## config.mk

```make
export PLATFORM = sky130hd
export DESIGN_NAME = apb4_rom_arbiter
export DESIGN_NICKNAME = d
export VERILOG_FILES = /design/src/rtl/apb4_rom_arbiter_pkg.sv /design/src/rtl/apb4_rr_grant.sv /design/src/rtl/apb4_rom_arbiter.sv
export SDC_FILE = /design/constraint.sdc
export NUM_CORES = 1
export LEC_CHECK = 0
export CAP_MARGIN = 10
export CORE_AREA = 2 2 122 124
export DETAILED_ROUTE_END_ITERATION = 8
export DIE_AREA = 0 0 124 126
export PLACE_DENSITY = 0.82
export RECOVER_POWER = 25
export SYNTH_ARGS = -nofsm -noshare
export SYNTH_HDL_FRONTEND = slang
export SYNTH_HIERARCHICAL = 1
export SYNTH_SLANG_ARGS = --single-unit
```

## constraint.sdc

```tcl
create_clock -name clk -period 3.8 [get_ports clk]
set_clock_uncertainty 0.05 [all_clocks]
set_input_delay 0.76 -clock clk [delete_from_list [all_inputs] [get_ports clk]]
set_output_delay 0.76 -clock clk [all_outputs]
set_load 0.01 [all_outputs]
```

## src/rtl/apb4_rom_arbiter_pkg.sv

```systemverilog
// ============================================================================
// Module  : apb4_rom_arbiter_pkg
// Brief   : Shared types and constants for the APB4 boot ROM/RAM arbiter.
// Revision: 1.0 - initial release
// ============================================================================
`default_nettype none

package apb4_rom_arbiter_pkg;

    typedef enum logic [1:0] {
        ARB_IDLE   = 2'd0,
        ARB_SETUP  = 2'd1,
        ARB_ACCESS = 2'd2,
        ARB_ERR    = 2'd3
    } apb_arb_state_e;

    localparam int unsigned ApbArbReqs = 2;

endpackage

`default_nettype wire

```

## src/rtl/apb4_rr_grant.sv

```systemverilog
// ============================================================================
// Module  : apb4_rr_grant
// Brief   : Two-way round-robin grant; the requester not served last wins ties.
// Revision: 1.0 - initial release
// ============================================================================
`default_nettype none

module apb4_rr_grant
    import apb4_rom_arbiter_pkg::*;
(
    input  logic                  clk,
    input  logic                  rst,
    input  logic [ApbArbReqs-1:0] i_req,
    input  logic                  i_advance,
    input  logic                  i_served,
    output logic [ApbArbReqs-1:0] o_gnt
);

    // Index of the requester that wins when both are asking.
    logic r_prio;

    always_ff @(posedge clk or posedge rst) begin
        if (rst) begin
            r_prio <= 1'b0;
        end else if (i_advance) begin
            r_prio <= ~i_served;
        end
    end

    always_comb begin
        o_gnt = '0;
        case (i_req)
            2'b01:   o_gnt = 2'b01;
            2'b10:   o_gnt = 2'b10;
            2'b11:   o_gnt = r_prio ? 2'b10 : 2'b01;
            default: o_gnt = '0;
        endcase
    end

endmodule

`default_nettype wire

```

## src/rtl/apb4_rom_arbiter.sv

```systemverilog
// ============================================================================
// Module  : apb4_rom_arbiter
// Brief   : Two-requester APB4 arbiter/sequencer with local range/lock rejection.
// Revision: 1.0 - initial release
// ============================================================================
`default_nettype none

module apb4_rom_arbiter #(
    parameter int ADDR_WIDTH = 13,
    parameter int DATA_WIDTH = 32
) (
    input  logic                    clk,
    input  logic                    rst,
    input  logic                    wr_lock_i,

    input  logic                    m0_psel_i,
    input  logic                    m0_penable_i,
    input  logic                    m0_pwrite_i,
    input  logic [31:0]             m0_paddr_i,
    input  logic [DATA_WIDTH-1:0]   m0_pwdata_i,
    input  logic [DATA_WIDTH/8-1:0] m0_pstrb_i,
    output logic                    m0_pready_o,
    output logic [DATA_WIDTH-1:0]   m0_prdata_o,
    output logic                    m0_pslverr_o,

    input  logic                    m1_psel_i,
    input  logic                    m1_penable_i,
    input  logic                    m1_pwrite_i,
    input  logic [31:0]             m1_paddr_i,
    input  logic [DATA_WIDTH-1:0]   m1_pwdata_i,
    input  logic [DATA_WIDTH/8-1:0] m1_pstrb_i,
    output logic                    m1_pready_o,
    output logic [DATA_WIDTH-1:0]   m1_prdata_o,
    output logic                    m1_pslverr_o,

    output logic                    s_psel_o,
    output logic                    s_penable_o,
    output logic                    s_pwrite_o,
    output logic [31:0]             s_paddr_o,
    output logic [DATA_WIDTH-1:0]   s_pwdata_o,
    output logic [DATA_WIDTH/8-1:0] s_pstrb_o,
    input  logic                    s_pready_i,
    input  logic [DATA_WIDTH-1:0]   s_prdata_i,
    input  logic                    s_pslverr_i
);

    import apb4_rom_arbiter_pkg::*;

    apb_arb_state_e          r_state;
    apb_arb_state_e          w_next;

    logic                    r_gnt;
    logic                    r_write;
    logic [31:0]             r_addr;
    logic [DATA_WIDTH-1:0]   r_wdata;
    logic [DATA_WIDTH/8-1:0] r_strb;

    logic [ApbArbReqs-1:0]   w_req;
    logic [ApbArbReqs-1:0]   w_gnt;
    logic                    w_sel;
    logic                    w_write;
    logic [31:0]             w_addr;
    logic [DATA_WIDTH-1:0]   w_wdata;
    logic [DATA_WIDTH/8-1:0] w_strb;
    logic                    w_reject;
    logic                    w_advance;
    logic                    w_bus_on;
    logic                    w_done;
    logic                    w_done0;
    logic                    w_done1;
    logic                    w_err;
    logic [DATA_WIDTH-1:0]   w_rdata;
    logic                    w_unused;

    assign w_req = {m1_psel_i, m0_psel_i};

    apb4_rr_grant u_rr_grant (
        .clk       (clk),
        .rst       (rst),
        .i_req     (w_req),
        .i_advance (w_advance),
        .i_served  (r_gnt),
        .o_gnt     (w_gnt)
    );

    assign w_sel   = w_gnt[1];
    assign w_write = w_sel ? m1_pwrite_i : m0_pwrite_i;
    assign w_addr  = w_sel ? m1_paddr_i  : m0_paddr_i;
    assign w_wdata = w_sel ? m1_pwdata_i : m0_pwdata_i;
    assign w_strb  = w_sel ? m1_pstrb_i  : m0_pstrb_i;

    // Lock is only consulted here, so a later change cannot affect a granted transfer.
    assign w_reject = ((w_addr >> ADDR_WIDTH) != 32'd0) || (w_write && wr_lock_i);

    always_ff @(posedge clk or posedge rst) begin
        if (rst) begin
            r_state <= ARB_IDLE;
        end else begin
            r_state <= w_next;
        end
    end

    always_ff @(posedge clk or posedge rst) begin
        if (rst) begin
            r_gnt   <= 1'b0;
            r_write <= 1'b0;
            r_addr  <= '0;
            r_wdata <= '0;
            r_strb  <= '0;
        end else if ((r_state == ARB_IDLE) && (|w_req)) begin
            r_gnt   <= w_sel;
            r_write <= w_write;
            r_addr  <= w_addr;
            r_wdata <= w_wdata;
            r_strb  <= w_strb;
        end
    end

    always_comb begin
        w_next    = r_state;
        w_advance = 1'b0;
        case (r_state)
            ARB_IDLE: begin
                if (|w_req) begin
                    w_next = w_reject ? ARB_ERR : ARB_SETUP;
                end
            end
            ARB_SETUP: begin
                w_next = ARB_ACCESS;
            end
            ARB_ACCESS: begin
                if (s_pready_i) begin
                    w_next    = ARB_IDLE;
                    w_advance = 1'b1;
                end
            end
            ARB_ERR: begin
                w_next    = ARB_IDLE;
                w_advance = 1'b1;
            end
            default: begin
                w_next = ARB_IDLE;
            end
        endcase
    end

    assign w_bus_on    = (r_state == ARB_SETUP) || (r_state == ARB_ACCESS);
    assign s_psel_o    = w_bus_on;
    assign s_penable_o = (r_state == ARB_ACCESS);
    assign s_pwrite_o  = w_bus_on && r_write;
    assign s_paddr_o   = w_bus_on ? r_addr  : '0;
    assign s_pwdata_o  = w_bus_on ? r_wdata : '0;
    assign s_pstrb_o   = w_bus_on ? r_strb  : '0;

    // Response is steered to the latched grant; the other requester sees zeros.
    assign w_done  = ((r_state == ARB_ACCESS) && s_pready_i) || (r_state == ARB_ERR);
    assign w_err   = (r_state == ARB_ERR) || s_pslverr_i;
    assign w_rdata = ((r_state == ARB_ACCESS) && !r_write) ? s_prdata_i : '0;
    assign w_done0 = w_done && !r_gnt;
    assign w_done1 = w_done &&  r_gnt;

    assign m0_pready_o  = w_done0;
    assign m0_pslverr_o = w_done0 && w_err;
    assign m0_prdata_o  = w_done0 ? w_rdata : '0;
    assign m1_pready_o  = w_done1;
    assign m1_pslverr_o = w_done1 && w_err;
    assign m1_prdata_o  = w_done1 ? w_rdata : '0;

    assign w_unused = ^{m0_penable_i, m1_penable_i, w_gnt[0]};

endmodule

`default_nettype wire

```

### Yosys cells after proc, flatten, opt, wreduce, memory -nomap -nowiden

Cells that the tools add are included.
W data, S select, Z words.

| storage, ports and cells | value |
|---|---|
| word-level logic and storage cells | 53 |
| output and inout port bits | 139 |
| register bits | 73 |
| input bits | 179 |

| cells by class | value |
|---|---|
| bitwise logic cells | 1 |
| mux-type cells | 18 |
| reduce and logical (&&, ||, !) cells | 19 |
| equal/unequal tests | 8 |

Operators by type and width:

| cell | count |
|---|---|
| $mux W32 | 7 |
| $reduce_bool A32 Y1 | 1 |
| $logic_and A1 B1 Y1 | 9 |
| $eq A2 B2 Y1 const B | 4 |
| $mux W2 | 4 |
| $mux W4 | 2 |
| $pmux W2 S4 | 1 |
| $pmux W2 S3 | 1 |
| $eq A2 B1 Y1 const B | 2 |
| $logic_or A1 B1 Y1 | 4 |
| $ne A2 B1 Y1 const B | 2 |
| $logic_not A1 Y1 | 2 |
| $logic_not A2 Y1 | 1 |
| $mux W1 | 2 |
| $pmux W1 S2 | 1 |
| $reduce_and A2 Y1 | 1 |
| $reduce_or A2 Y1 | 1 |
| $not A1 Y1 | 1 |

### Longest topological paths before layout

Gate-level depths: netlist of run 1.

| depth | value |
|---|---|
| depth after elaboration | 8 |
| depth in mapped cells | 7 |
| mapped depth without buffers | 6 |

### Cells and area by module

Netlist of run 1, hierarchy kept.

By module, submodules not included:

| module | sequential area each (um2) | instances | area each (um2) | cells an instance |
|---|---|---|---|---|
| apb4_rom_arbiter | 1,801.7 | 1 | 4,434.3 | 493 |
| apb4_rr_grant | 25.0 | 1 | 56.3 | 7 |

### Worst setup path before layout of run 1

OpenSTA, ideal clock, no wires.

| path | value |
|---|---|
| path type | input-to-output |
| start point | input port s_pready_i |
| end point | output port m1_prdata_o[23] |
| arrival time | 1,497 ps |
| path slack | 1,493 ps |
| data required time | 2,990 ps |
| cell stages on the path | 4 |
| cell sequence | a21o_2 and2_4 buf_2 and3_1 |

| between the ends | value |
|---|---|
| word-level cells in the longest chain between the ends | 4 |

Ends and longest elaborated chain:

| item | line | RTL |
|---|---|---|
| from (decl) | apb4_rom_arbiter.sv:42 | `input logic s_pready_i,` |
| $logic_and A1 B1 Y1 | apb4_rom_arbiter.sv:156 | `assign w_done = ((r_state == ARB_ACCESS) && s_pready_i) \|\| (r_state == ARB_ERR);` |
| $logic_or A1 B1 Y1 | apb4_rom_arbiter.sv:156 |  |
| $logic_and A1 B1 Y1 | apb4_rom_arbiter.sv:160 | `assign w_done1 = w_done && r_gnt;` |
| named net m1_pready_o | apb4_rom_arbiter.sv:32 | `output logic m1_pready_o,` |
| $mux W32 | apb4_rom_arbiter.sv:167 | `assign m1_prdata_o = w_done1 ? w_rdata : '0;` |
| to (decl) | apb4_rom_arbiter.sv:33 | `output logic [DATA_WIDTH-1:0] m1_prdata_o,` |

The timed path passes the listed nets, and every way through them passes these cells.

### Worst setup path in the final report of run 1

| path | value |
|---|---|
| start point | input port s_pready_i |
| end point | output port m0_prdata_o[26] |

| between the ends | value |
|---|---|
| word-level cells in the longest chain between the ends | 4 |

Ends and longest elaborated chain:

| item | line | RTL |
|---|---|---|
| $logic_and A1 B1 Y1 | apb4_rom_arbiter.sv:156 |  |
| $logic_or A1 B1 Y1 | apb4_rom_arbiter.sv:156 |  |
| $logic_and A1 B1 Y1 | apb4_rom_arbiter.sv:159 | `assign w_done0 = w_done && !r_gnt;` |
| $mux W32 | apb4_rom_arbiter.sv:164 | `assign m0_prdata_o = w_done0 ? w_rdata : '0;` |
| to (decl) | apb4_rom_arbiter.sv:23 | `output logic [DATA_WIDTH-1:0] m0_prdata_o,` |

Every way passes these cells.

==> results of run 1 <==
path summary, 6_finish.rpt:
check / end / cells past startpoint
setup / recovery: m0_prdata_o[26] / 6
hold / removal: r_wdata[19]$_DFFE_PP0P_ / 2
setup reg to reg: r_wdata[26]$_DFFE_PP0P_ / 5
hold reg to reg: r_wdata[19]$_DFFE_PP0P_ / 2
max in group asynchronous: r_wdata[14]$_DFFE_PP0P_ / 3
min in group asynchronous: u_rr_grant/r_prio$_DFFE_PP0P_ / 2
stage by stage:
stage,cell area (um^2),util,std cells,worst slack [ns]
after floorplan,4483,-,499,1.165
after global placement,7749,0.5413,963,0.4408
after detailed placement,7749,0.5413,963,0.4316
after CTS,8058,0.5629,978,0.4288
after global routing,8050,0.5624,978,0.2465
final,8050,0.5624,978,0.3599
layout make-up:
type                    count  area, um^2  share of cell area
repair buffers            323        3231              0.4013
multi-input cells         377        2430              0.3018
flip-flops and latches     73        1827              0.2269
well taps                 184       230.2             0.02860
clock buffers               9       225.2             0.02798
clock inverters             6       83.83             0.01041
inverters                   6       23.77            0.002953
metal layers:
layer	GRT usage	up-vias	wire length, um
met5	0	-	11
met4	0.06742	2	408
met3	0.05571	26	1403
met2	0.3594	198	7967
met1	0.1977	2088	5503
li1	-	2291	-
power by group:
group	switching (W)	internal, W
combinational	0.00148	0.00163
clock	0.000322	0.000569
sequential	0.000180	0.00116
total	0.00198	0.00336
critical path, stage by stage:
cell and delay, ns:
dlygate4sd3_1 0.55, a21o_2 0.17, nor2b_4 0.13, buf_4 0.28, and3_1 0.19, clkdlybuf4s50_1 0.54
registers in the layout, indices dropped and copies added, names as in the netlist:
register,count
r_strb,4
r_addr,32
r_state,2
u_rr_grant/r_prio,1
r_write,1
r_wdata,32
r_gnt,1
cell usage in the layout (no fill, tap or decap), types with 2 or more instances in the layout:
| cell | instances |
|---|---|
| clkbuf_16 | 9 |
| clkdlybuf4s50_1 | 313 |
| inv_1 | 5 |
| dlygate4sd3_1 | 2 |
| mux2i_1 | 70 |
| buf_4 | 4 |
| and2_1 | 69 |
| o21ai_0 | 69 |
| clkbuf_1 | 2 |
| buf_12 | 2 |
| o21a_1 | 2 |
| dfrtp_1 | 73 |
| nor4_1 | 8 |
| and3_1 | 64 |
| ha_1 | 3 |
| nand2_1 | 69 |
| nand4_1 | 2 |
| a21oi_1 | 4 |
| nor2_1 | 3 |
| bufinv_16 | 2 |
| clkinv_2 | 3 |
==> impl_metrics.toml, run 1 <==
[outcome]
status = "finished with violations"
violations = "max-capacitance violations, max-slew violations"

[drt]
detail-route-antenna-nets = 0
wl_um = 15290
wl_per_cell_um = 15.64
initialDrtViolationCount = 131
drt-pass1-iter-count = 4
vias = 4605
drc = 0
viasPerCell = 4.709

[worst_setup_path]
start_kind = "input pin"
ff2ff_setup_slack_ns = 1.96
worst-endpoint-required_ns = 2.99
critPathArrivalTime_ns = 2.63
startpoint = "s_pready_i"
r2r-start = "r_state[0]$_DFFE_PP0P_"
end_kind = "primary output"
crit_type = "in -> out"
worstPathMaxFanout = 34

[global_route]
overflow = 0
grt_max_degree = 89
grt_pass1_vias = 4509
grt_usage = 0.1911
grt_antenna_before_repair = 1
grt_pass1_wl_um = 23150

[clock_network]
cts_setup_buffers = 0
insertion_delay_ns = 0.32
cts_tree = "yes"
clock-sinks = 73
ctsHoldBuffers = 0
cts_resized = 0
path_clk_slew_ns = 0.06
cts-root-buf = "clkbuf_16"
cts_max_level = 3
cts_buffers = 9
clockBufferDepth = 2

[timing]
slew_viol_final = 32
rsz0062_at_grt = "no"
finalSetupTns_ns = 0
fmax_mhz = 290.7
period_share = 0.9053
hold_viol = 0
finalSetupViolCount = 0
hold_ws_ns = 0.4184
timing.final.crit_period_ns = 3.440
slew_headroom = -0.1199
worstMarginPinSlew_ns = 1.680

[logic_synthesis]
synth_nets = 682
avgSynthCellArea_um2 = 8.984
synth_area_um2 = 4483
synthCells = 499
yosysWarnings = 6

[floorplan]
rows = 44
die_h_um = 126
die_w_um = 124
initial_core_util = 0.3132
die_area_um2 = 15620
coreArea_um2 = 14310
io_pins = 318

[power_and_ir_drop]
ir_drop_v = 0.0003134
power_w = 0.005339
power_density_nw_per_um2 = 663.2
p_leak_nw = 3.594

[placed_design]
portBuffers = 315
gp_congestion = 0.7888
dp.final_hpwl_um = 12120

[layout]
num-fill-cells = 1280
antenna_cells = 0
nNetsFinal = 973
layout-drive-gt1-share = 0.03778
syn2layout_area_growth_pct = 79.57

[hold_path]
min_from = "r_wdata[19]$_DFFE_PP0P_"
hold_path_class = "reg -> reg"

[flow_run]
drv_cap = 1
Note: power is estimated with default switching activity, not from simulation.
==> inputs of run 2 (changes only) <==
--- a/config.mk
+++ b/config.mk
@@ -9,9 +9,11 @@
 export CORE_AREA = 2 2 122 124
 export DETAILED_ROUTE_END_ITERATION = 8
 export DIE_AREA = 0 0 124 126
+export GPL_ROUTABILITY_DRIVEN = 0
 export PLACE_DENSITY = 0.82
 export RECOVER_POWER = 25
 export SYNTH_ARGS = -nofsm -noshare
 export SYNTH_HDL_FRONTEND = slang
 export SYNTH_HIERARCHICAL = 1
 export SYNTH_SLANG_ARGS = --single-unit
+export TNS_END_PERCENT = 5
==> results of run 2 <==
Final layout, timing and power as in run 1 (identical DEF).
==> inputs of run 3 (changes only) <==
--- a/config.mk
+++ b/config.mk
@@ -6,11 +6,12 @@
 export NUM_CORES = 1
 export LEC_CHECK = 0
 export CAP_MARGIN = 10
-export CORE_AREA = 2 2 122 124
+export CORE_AREA = 2 2 124 126
 export DETAILED_ROUTE_END_ITERATION = 8
-export DIE_AREA = 0 0 124 126
+export DIE_AREA = 0 0 126 128
+export DONT_BUFFER_PORTS = 1
 export GPL_ROUTABILITY_DRIVEN = 0
-export PLACE_DENSITY = 0.82
+export PLACE_DENSITY = 0.52
 export RECOVER_POWER = 25
 export SYNTH_ARGS = -nofsm -noshare
 export SYNTH_HDL_FRONTEND = slang
==> impl_metrics.toml, run 3 (same netlist as run 1, synthesis figures left out) <==
[worst_setup_path]
rr_worst_depth = 5
end_kind = "primary output"
start_kind = "register"
critPathArrivalTime_ns = 2.19
ff2ff_setup_slack_ns = 2.04
crit_type = "reg -> out"
worst-endpoint-required_ns = 2.99
worstPathMaxFanout = 34
r2r-start = "r_state[1]$_DFFE_PP0P_"
r2r_end = "r_wdata[7]$_DFFE_PP0P_"

[placed_design]
place_area_um2 = 4584
dp.final_hpwl_um = 10050
portBuffers = 0

[global_route]
grt_pass1_wl_um = 18560
grt_usage = 0.1517
overflow = 0
grt_antenna_before_repair = 0
grt_max_degree = 123
grt_pass1_vias = 3311

[power_and_ir_drop]
ir_drop_v = 0.0002797
power_density_nw_per_um2 = 837.6
p_leak_nw = 2.409

[layout]
regArea_um2 = 1827
multi_input_area_um2 = 2430
largest_registers = "r_addr (32), r_wdata (32), r_strb (4)"
nNetsFinal = 656
antenna_cells = 0
final_area_um2 = 4885
syn2layout_area_growth_pct = 8.959
layout-drive-gt1-share = 0.05649
num-fill-cells = 1556
final_cell_mix = "73 x dfrtp_1, 70 x mux2i_1, 69 x nand2_1, 69 x o21ai_0, 69 x and2_1"
final_common_cell = "dfrtp_1"

[clock_network]
cts_setup_buffers = 0
cts_max_level = 3
cts_tree = "yes"
cts_buffers = 9
path_clk_slew_ns = 0.06
clock-sinks = 73
cts_resized = 0
clockBufferDepth = 2
insertion_delay_ns = 0.33
ctsHoldBuffers = 0
cts-root-buf = "clkbuf_16"

[floorplan]
die_h_um = 128
io_pins = 318
coreArea_um2 = 14860
die_w_um = 126
rows = 45
die_area_um2 = 16130
initial_core_util = 0.3016

[hold_path]
hold_path_class = "in -> async"

[drt]
wl_per_cell_um = 19.24
drc = 0
drt-pass1-iter-count = 6
detail-route-antenna-nets = 0
initialDrtViolationCount = 95
wl_um = 12810
vias = 3480
viasPerCell = 5.225

[timing]
period_share = 0.7895
finalSetupTns_ns = 0
finalSetupViolCount = 0
slew_viol_final = 39
timing.final.crit_period_ns = 3.000
slew_headroom = -0.3182
fmax_mhz = 333.3
hold_viol = 0
rsz0062_at_grt = "no"
worstMarginPinSlew_ns = 1.977

[outcome]
violations = "max-capacitance violations, max-slew violations"
status = "finished with violations"

[flow_run]
drv_cap = 1
## run 3: layout make-up
type / count / share of cell area
repair buffers: 6 / 0.01281
well taps: 188 / 0.04816
multi-input cells: 377 / 0.4974
clock buffers: 12 / 0.05251
clock inverters: 4 / 0.01050
flip-flops and latches: 73 / 0.3740
inverters: 6 / 0.004611
## run 3: per-layer routing
metal | routed length [um] | global-route usage
met1 | 4684 | 0.1666
met2 | 6732 | 0.2764
met3 | 1153 | 0.04758
met4 | 243 | 0.05301
met5 | 0 | 0
## run 3: how the worst max path moves through the flow
stage | start | end | slack [ns] | depth (start not counted)
6_report | r_state[0]$_DFFE_PP0P_ | m0_prdata_o[12] | 0.80 | 5
5_1_grt | rst | r_wdata[7]$_DFFE_PP0P_ | 0.48 | 2
4_1_cts | r_state[0]$_DFFE_PP0P_ | m0_prdata_o[12] | 0.77 | 5
3_5_place_dp | r_state[0]$_DFFE_PP0P_ | m0_prdata_o[12] | 1.14 | 5
3_3_place_gp | r_state[0]$_DFFE_PP0P_ | m0_prdata_o[12] | 1.19 | 5
2_1_floorplan | rst | r_addr[0]$_DFFE_PP0P_ | 1.17 | 1
## run 3: per-stage QoR
| step | hold slack [ns] | instances | total power [W] | utilization | setup WS, ns |
|---|---|---|---|---|---|
| 2_1_floorplan | 0.3918 | 499 | 0.002929 | - | 1.165 |
| 3_3_place_gp | 0.4043 | 650 | 0.003233 | 0.3084 | 1.185 |
| 3_5_place_dp | 0.4127 | 650 | 0.003291 | 0.3084 | 1.144 |
| 4_1_cts | 0.07773 | 666 | 0.004169 | 0.3291 | 0.7688 |
| 5_1_grt | 0.07646 | 666 | 0.004450 | 0.3286 | 0.4832 |
| 6_report | 0.09255 | 666 | 0.004091 | 0.3286 | 0.7999 |
## run 3: worst max-delay path: stages, from the launching register on
cell and delay, ns:
dfrtp_1 0.40, inv_1 0.11, ha_1 0.31, a21o_2 0.21, nor2b_4 0.52, and3_1 0.31
## run 3: power by group
part | total, W | switching (W) | internal (W)
Combinational | 0.00187 | 0.00126 | 0.000613
Clock | 0.000866 | 0.000322 | 0.000544
Sequential | 0.00135 | 0.000194 | 0.00116
